<file path="config.mk">
export PLATFORM = sky130hd
export DESIGN_NAME = micro_sequencer
export DESIGN_NICKNAME = d
export VERILOG_FILES = /design/src/rtl/micro_pkg.sv /design/src/rtl/micro_next_addr.sv /design/src/rtl/micro_sequencer.sv
export SDC_FILE = /design/constraint.sdc
export NUM_CORES = 1
export LEC_CHECK = 0
export CORE_MARGIN = 2
export CORE_UTILIZATION = 54
export CTS_CLUSTER_SIZE = 10
export DETAILED_ROUTE_END_ITERATION = 8
export PLACE_DENSITY = 0.85
export SYNTH_ARGS = -nofsm -noshare
export SYNTH_HDL_FRONTEND = slang
export SYNTH_HIERARCHICAL = 1
export SYNTH_SLANG_ARGS = --single-unit
</file>
<file path="constraint.sdc">
create_clock -name clk -period 4.2 [get_ports clk]
set_input_delay 0.63 -clock clk [delete_from_list [all_inputs] [get_ports clk]]
set_output_delay 0.63 -clock clk [all_outputs]
set_load 0.005 [all_outputs]
</file>
<file path="src/rtl/micro_pkg.sv">
// Shared constants, condition encodings and state type for the micro-sequencer.
// The optional step counter is enabled with MICRO_SEQ_STEP_CNT_EN.
package micro_pkg;

  localparam int ADDR_W      = 16;
  localparam int JUMP_W      = 7;
  localparam int FETCH_ADDR  = 1;
  localparam int IDLE_ADDR   = 0;
  localparam int UCODE_DEPTH = 86;

  localparam logic [1:0] COND_ALWAYS = 2'b00;
  localparam logic [1:0] COND_Z      = 2'b01;
  localparam logic [1:0] COND_NZ     = 2'b10;
  localparam logic [1:0] COND_RSVD   = 2'b11;

  typedef enum logic [1:0] {
    IDLE   = 2'b00,
    RUN    = 2'b01,
    HALTED = 2'b10,
    ERR    = 2'b11
  } seq_state_e;

endpackage

</file>
<file path="src/rtl/micro_next_addr.sv">
// Combinational next-address decoder: branch/dispatch selection, self-loop
// halt detection and illegal-target detection for the micro-sequencer.
module micro_next_addr
  import micro_pkg::*;
#(
  parameter int P_ADDR_W      = ADDR_W,
  parameter int P_JUMP_W      = JUMP_W,
  parameter int P_UCODE_DEPTH = UCODE_DEPTH
) (
  input  logic [P_ADDR_W-1:0] upc,
  input  logic                bt,
  input  logic [1:0]          condition,
  input  logic [P_JUMP_W-1:0] jump_addr,
  input  logic [P_JUMP_W-1:0] ir_opcode,
  input  logic                z_flag,
  output logic [P_ADDR_W-1:0] next_addr,
  output logic                halt,
  output logic                illegal
);

  logic [P_ADDR_W:0]   inc_s;
  logic [P_ADDR_W-1:0] jump_ext_s;
  logic [P_ADDR_W-1:0] disp_ext_s;
  logic                use_inc_s;

  // Select the next micro-address and flag halt / illegal targets
  always_comb begin
    inc_s      = {1'b0, upc} + {{P_ADDR_W{1'b0}}, 1'b1};
    jump_ext_s = {{(P_ADDR_W-P_JUMP_W){1'b0}}, jump_addr};
    disp_ext_s = {{(P_ADDR_W-P_JUMP_W){1'b0}}, ir_opcode};
    use_inc_s  = 1'b0;
    next_addr  = inc_s[P_ADDR_W-1:0];

    if (bt) begin
      next_addr = disp_ext_s;
    end else begin
      case (condition)
        COND_ALWAYS: next_addr = jump_ext_s;
        COND_Z: begin
          if (z_flag) begin
            next_addr = jump_ext_s;
          end else begin
            use_inc_s = 1'b1;
          end
        end
        COND_NZ: begin
          if (z_flag) begin
            use_inc_s = 1'b1;
          end else begin
            next_addr = jump_ext_s;
          end
        end
        COND_RSVD: use_inc_s = 1'b1;
        default:   use_inc_s = 1'b1;
      endcase
    end

    // Self-loop at the idle word is a legitimate wait, not a halt
    halt    = !bt && (condition == COND_ALWAYS) && (jump_ext_s == upc)
              && (upc != P_ADDR_W'(IDLE_ADDR));
    illegal = (use_inc_s && inc_s[P_ADDR_W])
              || (next_addr >= P_ADDR_W'(P_UCODE_DEPTH));
  end

endmodule

</file>
<file path="src/rtl/micro_sequencer.sv">
// Micro-program counter and state machine for the microcoded control unit.
// Define MICRO_SEQ_STEP_CNT_EN to add the saturating step_cnt output.
module micro_sequencer
  import micro_pkg::*;
(
  input  logic              clk,
  input  logic              rst,
  input  logic              start,
  input  logic              stall,
  input  logic              z_flag,
  input  logic [JUMP_W-1:0] ir_opcode,
  input  logic              bt,
  input  logic [1:0]        condition,
  input  logic [JUMP_W-1:0] jump_addr,
  output logic [ADDR_W-1:0] upc,
`ifdef MICRO_SEQ_STEP_CNT_EN
  output logic [31:0]       step_cnt,
`endif
  output logic              busy,
  output logic              halted,
  output logic              ucode_err
);

  seq_state_e          state_q, state_d;
  logic [ADDR_W-1:0]   upc_q, upc_d;
  logic                busy_q, busy_d;
  logic                halted_q, halted_d;
  logic                err_q, err_d;
  logic [ADDR_W-1:0]   next_addr_s;
  logic                halt_s;
  logic                illegal_s;

  micro_next_addr #(
    .P_ADDR_W      (ADDR_W),
    .P_JUMP_W      (JUMP_W),
    .P_UCODE_DEPTH (UCODE_DEPTH)
  ) u_next_addr (
    .upc       (upc_q),
    .bt        (bt),
    .condition (condition),
    .jump_addr (jump_addr),
    .ir_opcode (ir_opcode),
    .z_flag    (z_flag),
    .next_addr (next_addr_s),
    .halt      (halt_s),
    .illegal   (illegal_s)
  );

  // Next state, next upc and registered status flags
  always_comb begin
    state_d = state_q;
    upc_d   = upc_q;
    err_d   = err_q;

    case (state_q)
      IDLE: begin
        if (start) begin
          state_d = RUN;
          upc_d   = ADDR_W'(FETCH_ADDR);
        end else begin
          upc_d   = ADDR_W'(IDLE_ADDR);
        end
      end
      RUN: begin
        // Stall outranks every branch outcome, including halt and error
        if (stall) begin
          upc_d = upc_q;
        end else if (illegal_s) begin
          state_d = ERR;
          upc_d   = ADDR_W'(IDLE_ADDR);
          err_d   = 1'b1;
        end else if (halt_s) begin
          state_d = HALTED;
          upc_d   = upc_q;
        end else begin
          upc_d   = next_addr_s;
        end
      end
      HALTED: begin
        if (start) begin
          state_d = RUN;
          upc_d   = ADDR_W'(FETCH_ADDR);
        end else begin
          upc_d   = upc_q;
        end
      end
      ERR: begin
        if (start) begin
          state_d = RUN;
          upc_d   = ADDR_W'(FETCH_ADDR);
        end else begin
          upc_d   = ADDR_W'(IDLE_ADDR);
        end
      end
      default: begin
        state_d = IDLE;
        upc_d   = ADDR_W'(IDLE_ADDR);
      end
    endcase

    busy_d   = (state_d == RUN);
    halted_d = (state_d == HALTED);
  end

  // State, upc and flag registers
  always_ff @(posedge clk) begin
    if (rst) begin
      state_q  <= IDLE;
      upc_q    <= ADDR_W'(IDLE_ADDR);
      busy_q   <= 1'b0;
      halted_q <= 1'b0;
      err_q    <= 1'b0;
    end else begin
      state_q  <= state_d;
      upc_q    <= upc_d;
      busy_q   <= busy_d;
      halted_q <= halted_d;
      err_q    <= err_d;
    end
  end

`ifdef MICRO_SEQ_STEP_CNT_EN
  logic [31:0] cnt_q, cnt_d;

  // Saturating count of executed (non-stalled) RUN cycles
  always_comb begin
    cnt_d = cnt_q;
    if (state_q == RUN) begin
      if (!stall && (cnt_q != 32'hFFFF_FFFF)) begin
        cnt_d = cnt_q + 32'd1;
      end else begin
        cnt_d = cnt_q;
      end
    end else if (start) begin
      cnt_d = 32'd0;
    end else begin
      cnt_d = cnt_q;
    end
  end

  // Step counter register
  always_ff @(posedge clk) begin
    if (rst) begin
      cnt_q <= 32'd0;
    end else begin
      cnt_q <= cnt_d;
    end
  end

  assign step_cnt = cnt_q;
`endif

  assign upc       = upc_q;
  assign busy      = busy_q;
  assign halted    = halted_q;
  assign ucode_err = err_q;

endmodule
</file>
==> metrics.md, run 1 <==
| Metric | Value |
|---|---|
| Drt drc | 0 |
| Sequential fraction of the synthesis area | 23.9% |
| Number of distinct library cells after synthesis | 49 |
| CP Launch Type | input pin |
| Share of Yosys cell area claimed by the top area cell type | 23.9% |
| Crit-path cells | clkdlybuf4s50_1 -> mux2i_1 -> nor2_1 -> a221oi_2 -> a21o_1 -> a21oi_2 -> o2111ai_2 -> nand3b_1 -> and3_1 -> nand3_1 -> a21oi_1 |
| DR iter-0 viols | 99 |
| Synth-to-layout area growth | 22.3% |
| R2R cell count | 11 |
| Placeable core area | 0.00308 mm^2 |
| Static Leakage | 0.747 nW |
| Worst reg2reg path startpoint | upc[0]$_SDFFE_PP0P_ |
| Clk_lat worst skew | 0.31 ns |
| GR Util met2 | 41.0% |
| Final TNS setup | 0 ns |
| Pre-CTS WS | 0.448 ns |
| Synth area leader | dfxtp_1 |
| Post-Synthesis Cells | 221 |
| Largest net degree at the start of global routing | 22 |
| Setup CP Type | in -> reg |
| Die X | 61.1 um |
| Worst r2r dst | upc[5]$_SDFFE_PP0P_ |
| Initial antenna violation count | 0 |
| Clock-pin slew on the worst setup and hold paths | 0.13 ns |
| Final setup fails | 0 |
| H-tree depth | 1 |
| Max_cap viols | 0 |
| CTS tree | yes |
| Aggregate routed wire length | 4.40 mm |
| FF/Latch Area | 420 um^2 |
| Worst min path class | reg -> reg |
| Critical path endpoint category | flip-flop |
| Post-detail-place hpwl | 3.21 mm |
| Sink Count | 21 |
| Post-CTS Resized | 0 |
| GP Congestion | 0.853 |
| Hold Path End | ucode_err$_SDFFE_PP0P_ |
| Root buf cell | clkbuf_4 |
| CP max FO | 16 |
| Initial core utilization | 57.1% |
| WHS | 0.505 ns |
| Slowest-stage cell, CP | and3_1 |
| Mapped Area | 0.00176 mm^2 |
| Row cnt | 20 |
| CTS buffer count | 3 |
| Final Max Slew Viols | 0 |
| Cell family with most CP delay | simple AND/OR/NAND/NOR gates |
| Final period util | 83.5% |
| Worst slew pin tran | 1.01 ns |
| Number of global-route vias before repair | 1495 |
| First-pass GRT wire length | 6.74 mm |
| GR Util met1 | 31.8% |
| RSZ-0062 raised after global routing | false |
| Max frequency | 0.285 GHz |
| Synthesis Warnings | 6 |
| PnR Total Power | 0.459 mW |
| Min Tclk post-route | 3.51 ns |
| Drt wl/cell | 14.8 um |
| First-pass DRT Iterations | 4 |
| Die Ht | 61.1 um |
| FILL cells | 260 |
| Ranking of synthesized cells by area | dfxtp_1 (24%), nand2_1 (5.8%), nand3_2 (5.1%) |
| Worst Hold Launch | ucode_err$_SDFFE_PP0P_ |
| GR Overflow Total | 0 |
| Clock Tree Buf Depth | 2 |
| Final Skew | 0.00298 ns |
| Utilization after layout | 69.8% |
| Worst EP arrival | 3.74 ns |
| Vias per cell | 5.74 |
| Antenna Violating Nets Remaining | 0 |
| GRT busiest layer | met2 |
| P per Cell Area | 214 mW/mm^2 |
| Area of the multi-input gates | 0.00118 mm^2 |
| Antenna diodes | 0 |
| I/O pin cnt | 41 |
| Setup bufs post-CTS | 0 |
| Nets@finish | 280 |
| Worst setup margin | 0.692 ns |
| Mapped Nets | 247 |
| Area of the die | 0.00373 mm^2 |
| Vias | 1705 |
| CP required | 4.43 ns |
| Reg2reg setup slack | 0.89 ns |
| Met3 Use GR | 4.62% |
| PortBufs | 40 |
| Slew HR | 32.7% |
| Syn avg cell area | 7.95 um^2 |
| Hold Path Stages | 2 |
| Leading cell type in the layout, fill and taps excluded | clkdlybuf4s50_1 |
| GRT Total Usage | 24.2% |
| Fin. Hold Viols | 0 |
| Hold_buf cts | 0 |
| Slowest stage delay, CP | 0.67 ns |
| Layout cells sized above 1 | 15.8% |
| WP buf/inv | 1 |
| Outcome | finished clean |
| Peak VDD IR | 0.244 mV |
| Yosys reg bits | 21 |
| Commonest non-fill, non-tap cells in the layout | clkdlybuf4s50_1 (40), nand2_1 (27), dfxtp_1 (21), nor2_1 (16), nand3_1 (14) |
sequential cells by signal, summed over array words and instances (netlist names):
name,cells
busy,1
halted,1
state_q,2
ucode_err,1
upc,16
synth_stat cells, drive strengths merged:
master   instances
a21bo            1
a21o             2
a21oi           22
a221oi           1
a31o             2
a31oi            1
a41oi            1
and2             1
and2b            1
and3             3
and3b            1
and4             1
buf             12
clkbuf           3
dfxtp           21
ha               4
inv             10
mux2             2
mux2i            4
nand2           27
nand2b           3
nand3           23
nand3b           3
nand4            6
nor2            18
nor2b            2
nor3            12
nor4             4
o2111ai          1
o211a            1
o21ai            6
o22ai            2
o31a             1
xnor2            9
xor2            10
tightest hold or removal path: cells and delay by family (launching register included):
kind / cells / cell delay (ns)
AOI/OAI and AO/OA: 1 / 0.05
DFF: 1 / 0.36
and+or+nand+nor: 1 / 0.08
how the worst max path moves through the flow:
| stage | endpoint | start | cells after the start |
|---|---|---|---|
| detailed placement | upc[5]$_SDFFE_PP0P_ | z_flag | 11 |
| floorplan | upc[11]$_SDFFE_PP0P_ | upc[0]$_SDFFE_PP0P_ | 13 |
| finish | upc[5]$_SDFFE_PP0P_ | z_flag | 11 |
| CTS | upc[5]$_SDFFE_PP0P_ | z_flag | 11 |
| global route | upc[5]$_SDFFE_PP0P_ | z_flag | 11 |
| global placement | upc[11]$_SDFFE_PP0P_ | z_flag | 11 |
through the flow:
| step | cells | area, um^2 |
|---|---|---|
| detailed placement | 293 | 2120 |
| global route | 297 | 2150 |
| finish | 297 | 2150 |
| CTS | 297 | 2150 |
| global placement | 293 | 2120 |
| floorplan | 221 | 1760 |
per-layer routing:
| layer | routed length (um) | vias to the layer above |
|---|---|---|
| li1 | - | 834 |
| met1 | 1860 | 793 |
| met2 | 2160 | 74 |
| met3 | 337 | 4 |
| met4 | 38 | 0 |
| met5 | 0 | - |
kinds of logic after synthesis:
group                    share of synthesized area (%)
AO/OA/AOI/OAI                                     17.1
XOR/XNOR                                          9.47
adder cells (fa/ha/maj)                           2.85
buffers and inverters                             8.75
flip-flops                                        23.9
multiplexers                                      3.77
AND/OR/NAND/NOR                                   34.2
report_power, final:
part	internal [mW]	leakage, nW	switching (mW)
clock	0.0363	0.0139	0.0687
combinational	0.0641	0.563	0.0709
sequential	0.206	0.170	0.0129
area by class of cell:
cell class / instances / area share, %
Clock buffer: 3 / 1.05
Sequential cell: 21 / 19.6
Multi-Input combinational cell: 175 / 55.1
Clock inverter: 1 / 0.349
Tap cell: 44 / 2.56
Timing Repair Buffer: 43 / 19.7
Inverter: 10 / 1.75
(Power assumes the default switching activity.)
==> run 2, diff against run 1 <==
- CORE_UTILIZATION: 54 -> 45
- PLACE_DENSITY: 0.85 -> 0.76
- clock period: 4.2 -> 2.9 ns (I/O delays scaled with it)
==> run 2 against run 1 <==
  * Register-to-register slack got worse by 0.67 ns
  * Sequential power increased by 41%
  * Non-clock buffer count increased by 23
  * Utilization fell by 6.1 points
  * Final cell count is 9.1% higher
  * Critical path depth grew 1
  * Worst hold slack got worse by 0.013 ns
  * Total power rose by 63%
  * Via count up 2.6%
  * Clock power is 91% higher
  * Die area rose by 19%
  * Largest cell class unchanged
  * Largest power group unchanged
  * Highest routed layer unchanged
==> metrics.md, run 2 (synthesis gave the netlist of run 1 again) <==
| Metric | Value |
|---|---|
| Final Skew | 0.00355 ns |
| CTS tree | yes |
| GR Overflow Total | 0 |
| Setup bufs post-CTS | 0 |
| Worst reg2reg path startpoint | upc[1]$_SDFFE_PP0P_ |
| Hold_buf cts | 0 |
| Slowest stage delay, CP | 0.52 ns |
| GP Congestion | 0.921 |
| Post-CTS Resized | 0 |
| RSZ-0062 raised after global routing | false |
| Largest net degree at the start of global routing | 22 |
| Row cnt | 22 |
| Initial antenna violation count | 0 |
| R2R cell count | 12 |
| Peak VDD IR | 0.240 mV |
| Layout cells sized above 1 | 22.8% |
| Placeable core area | 0.00372 mm^2 |
| First-pass GRT wire length | 7.75 mm |
| First-pass DRT Iterations | 4 |
| Die X | 66.5 um |
| Reg2reg setup slack | 0.22 ns |
| Root buf cell | clkbuf_8 |
| Synth-to-layout area growth | 34.7% |
| Fin. Hold Viols | 0 |
| Max FFs per register | 16 |
| I/O pin cnt | 41 |
| Critical Path Sink | upc[6]$_SDFFE_PP0P_ |
| Critical path endpoint category | flip-flop |
| Antenna diodes | 0 |
| CTS buffer count | 3 |
| H-tree depth | 1 |
| Aggregate routed wire length | 4.58 mm |
| PortBufs | 40 |
| Final Max Slew Viols | 0 |
| CP required | 3.10 ns |
| Initial core utilization | 47.3% |
| Crit-path cells | clkdlybuf4s50_1 -> mux2i_1 -> mux2i_1 -> o21ai_1 -> a21o_1 -> a21oi_2 -> o2111ai_2 -> buf_4 -> and2b_1 -> buf_12 -> nand3_1 -> a21oi_1 |
| P per Cell Area | 316 mW/mm^2 |
| Setup CP Type | in -> reg |
| Critical Path Start | z_flag |
| Drt drc | 0 |
| Post-detail-place hpwl | 3.58 mm |
| DR iter-0 viols | 142 |
| Area of the die | 0.00442 mm^2 |
| Worst slew pin tran | 0.428 ns |
| Max_cap viols | 0 |
| Final period util | 93.0% |
| Clk_lat worst skew | 0.27 ns |
| Slew HR | 71.3% |
| Worst r2r dst | upc[6]$_SDFFE_PP0P_ |
| PnR Total Power | 0.749 mW |
| Most used cell, CP | mux2i_1 |
| Drt wl/cell | 14.1 um |
| Final setup fails | 0 |
| Min Tclk post-route | 2.70 ns |
| Nets@finish | 303 |
| Commonest non-fill, non-tap cells in the layout | clkdlybuf4s50_1 (40), nand2_1 (27), buf_4 (24), dfxtp_1 (21), nor2_1 (16) |
| Number of global-route vias before repair | 1652 |
| Sink Count | 21 |
| Antenna Violating Nets Remaining | 0 |
| GRT Total Usage | 22.8% |
| Vias per cell | 5.40 |
| Slowest-stage cell, CP | clkdlybuf4s50_1 |
| Clock Tree Buf Depth | 2 |
| Vias | 1750 |
| Worst min path class | reg -> reg |
| Final TNS setup | 0 ns |
| Outcome | finished clean |
| CP max FO | 15 |
| Static Leakage | 0.886 nW |
| Worst EP arrival | 2.90 ns |
| Max frequency | 0.371 GHz |
| CP Launch Type | input pin |
| Clock-pin slew on the worst setup and hold paths | 0.08 ns |
| Die Ht | 66.5 um |
| Leading cell type in the layout, fill and taps excluded | clkdlybuf4s50_1 |
==> run 2: how the worst min path moves through the flow <==
stage,startpoint,to,slack (ns),cells after the start
6_report,ucode_err$_SDFFE_PP0P_,ucode_err$_SDFFE_PP0P_,0.49,2
5_1_grt,upc[14]$_SDFFE_PP0P_,upc[14]$_SDFFE_PP0P_,0.55,2
4_1_cts,ucode_err$_SDFFE_PP0P_,ucode_err$_SDFFE_PP0P_,0.50,2
3_5_place_dp,ucode_err$_SDFFE_PP0P_,ucode_err$_SDFFE_PP0P_,0.48,2
3_3_place_gp,ucode_err$_SDFFE_PP0P_,ucode_err$_SDFFE_PP0P_,0.48,2
2_1_floorplan,upc[6]$_SDFFE_PP0P_,upc[6]$_SDFFE_PP0P_,0.46,2
==> run 2: final cells by class <==
class	instances	area, um^2
clock buffers	3	41.3
clock inverters	1	5.00
fillers	341	1350
inverters	10	37.5
multi-input cells	175	1180
flip-flops and latches	21	420
well taps	48	60.1
repair buffers	66	621
==> run 2: metrics by stage <==
step / hold WS, ns / utilization [%] / area, um^2 / worst slack [ns] / cells
after floorplan: 0.458 / - / 1760 / 0.237 / 221
final: 0.493 / 63.7 / 2370 / 0.204 / 324
after CTS: 0.500 / 63.7 / 2370 / 0.206 / 324
after global routing: 0.555 / 63.7 / 2370 / 0.0249 / 324
after detailed placement: 0.478 / 62.5 / 2320 / -0.0764 / 320
after global placement: 0.481 / 62.5 / 2320 / -0.0553 / 320
==> run 2: per-layer routing <==
layer,up-vias,track usage (%),share of wire [%]
met5,-,0,0
met4,0,5.87,1.3
met3,6,4.22,5.9
met2,44,37.4,47
met1,814,30.7,46
li1,886,-,-
==> run 2: report_power, final <==
group	leakage (nW)	internal, mW	total, mW	switching [mW]
Sequential	0.170	0.298	0.309	0.0108
Combinational	0.690	0.123	0.238	0.115
Clock	0.0255	0.0960	0.201	0.105
Total	0.886	0.518	0.749	0.231
==> run 2: critical path, delay by kind of cell <==
family / cells / cell delay (ns)
mux: 2 / 0.54
simple gates: 2 / 0.34
compound gates: 5 / 0.71
buf+inv: 3 / 0.87
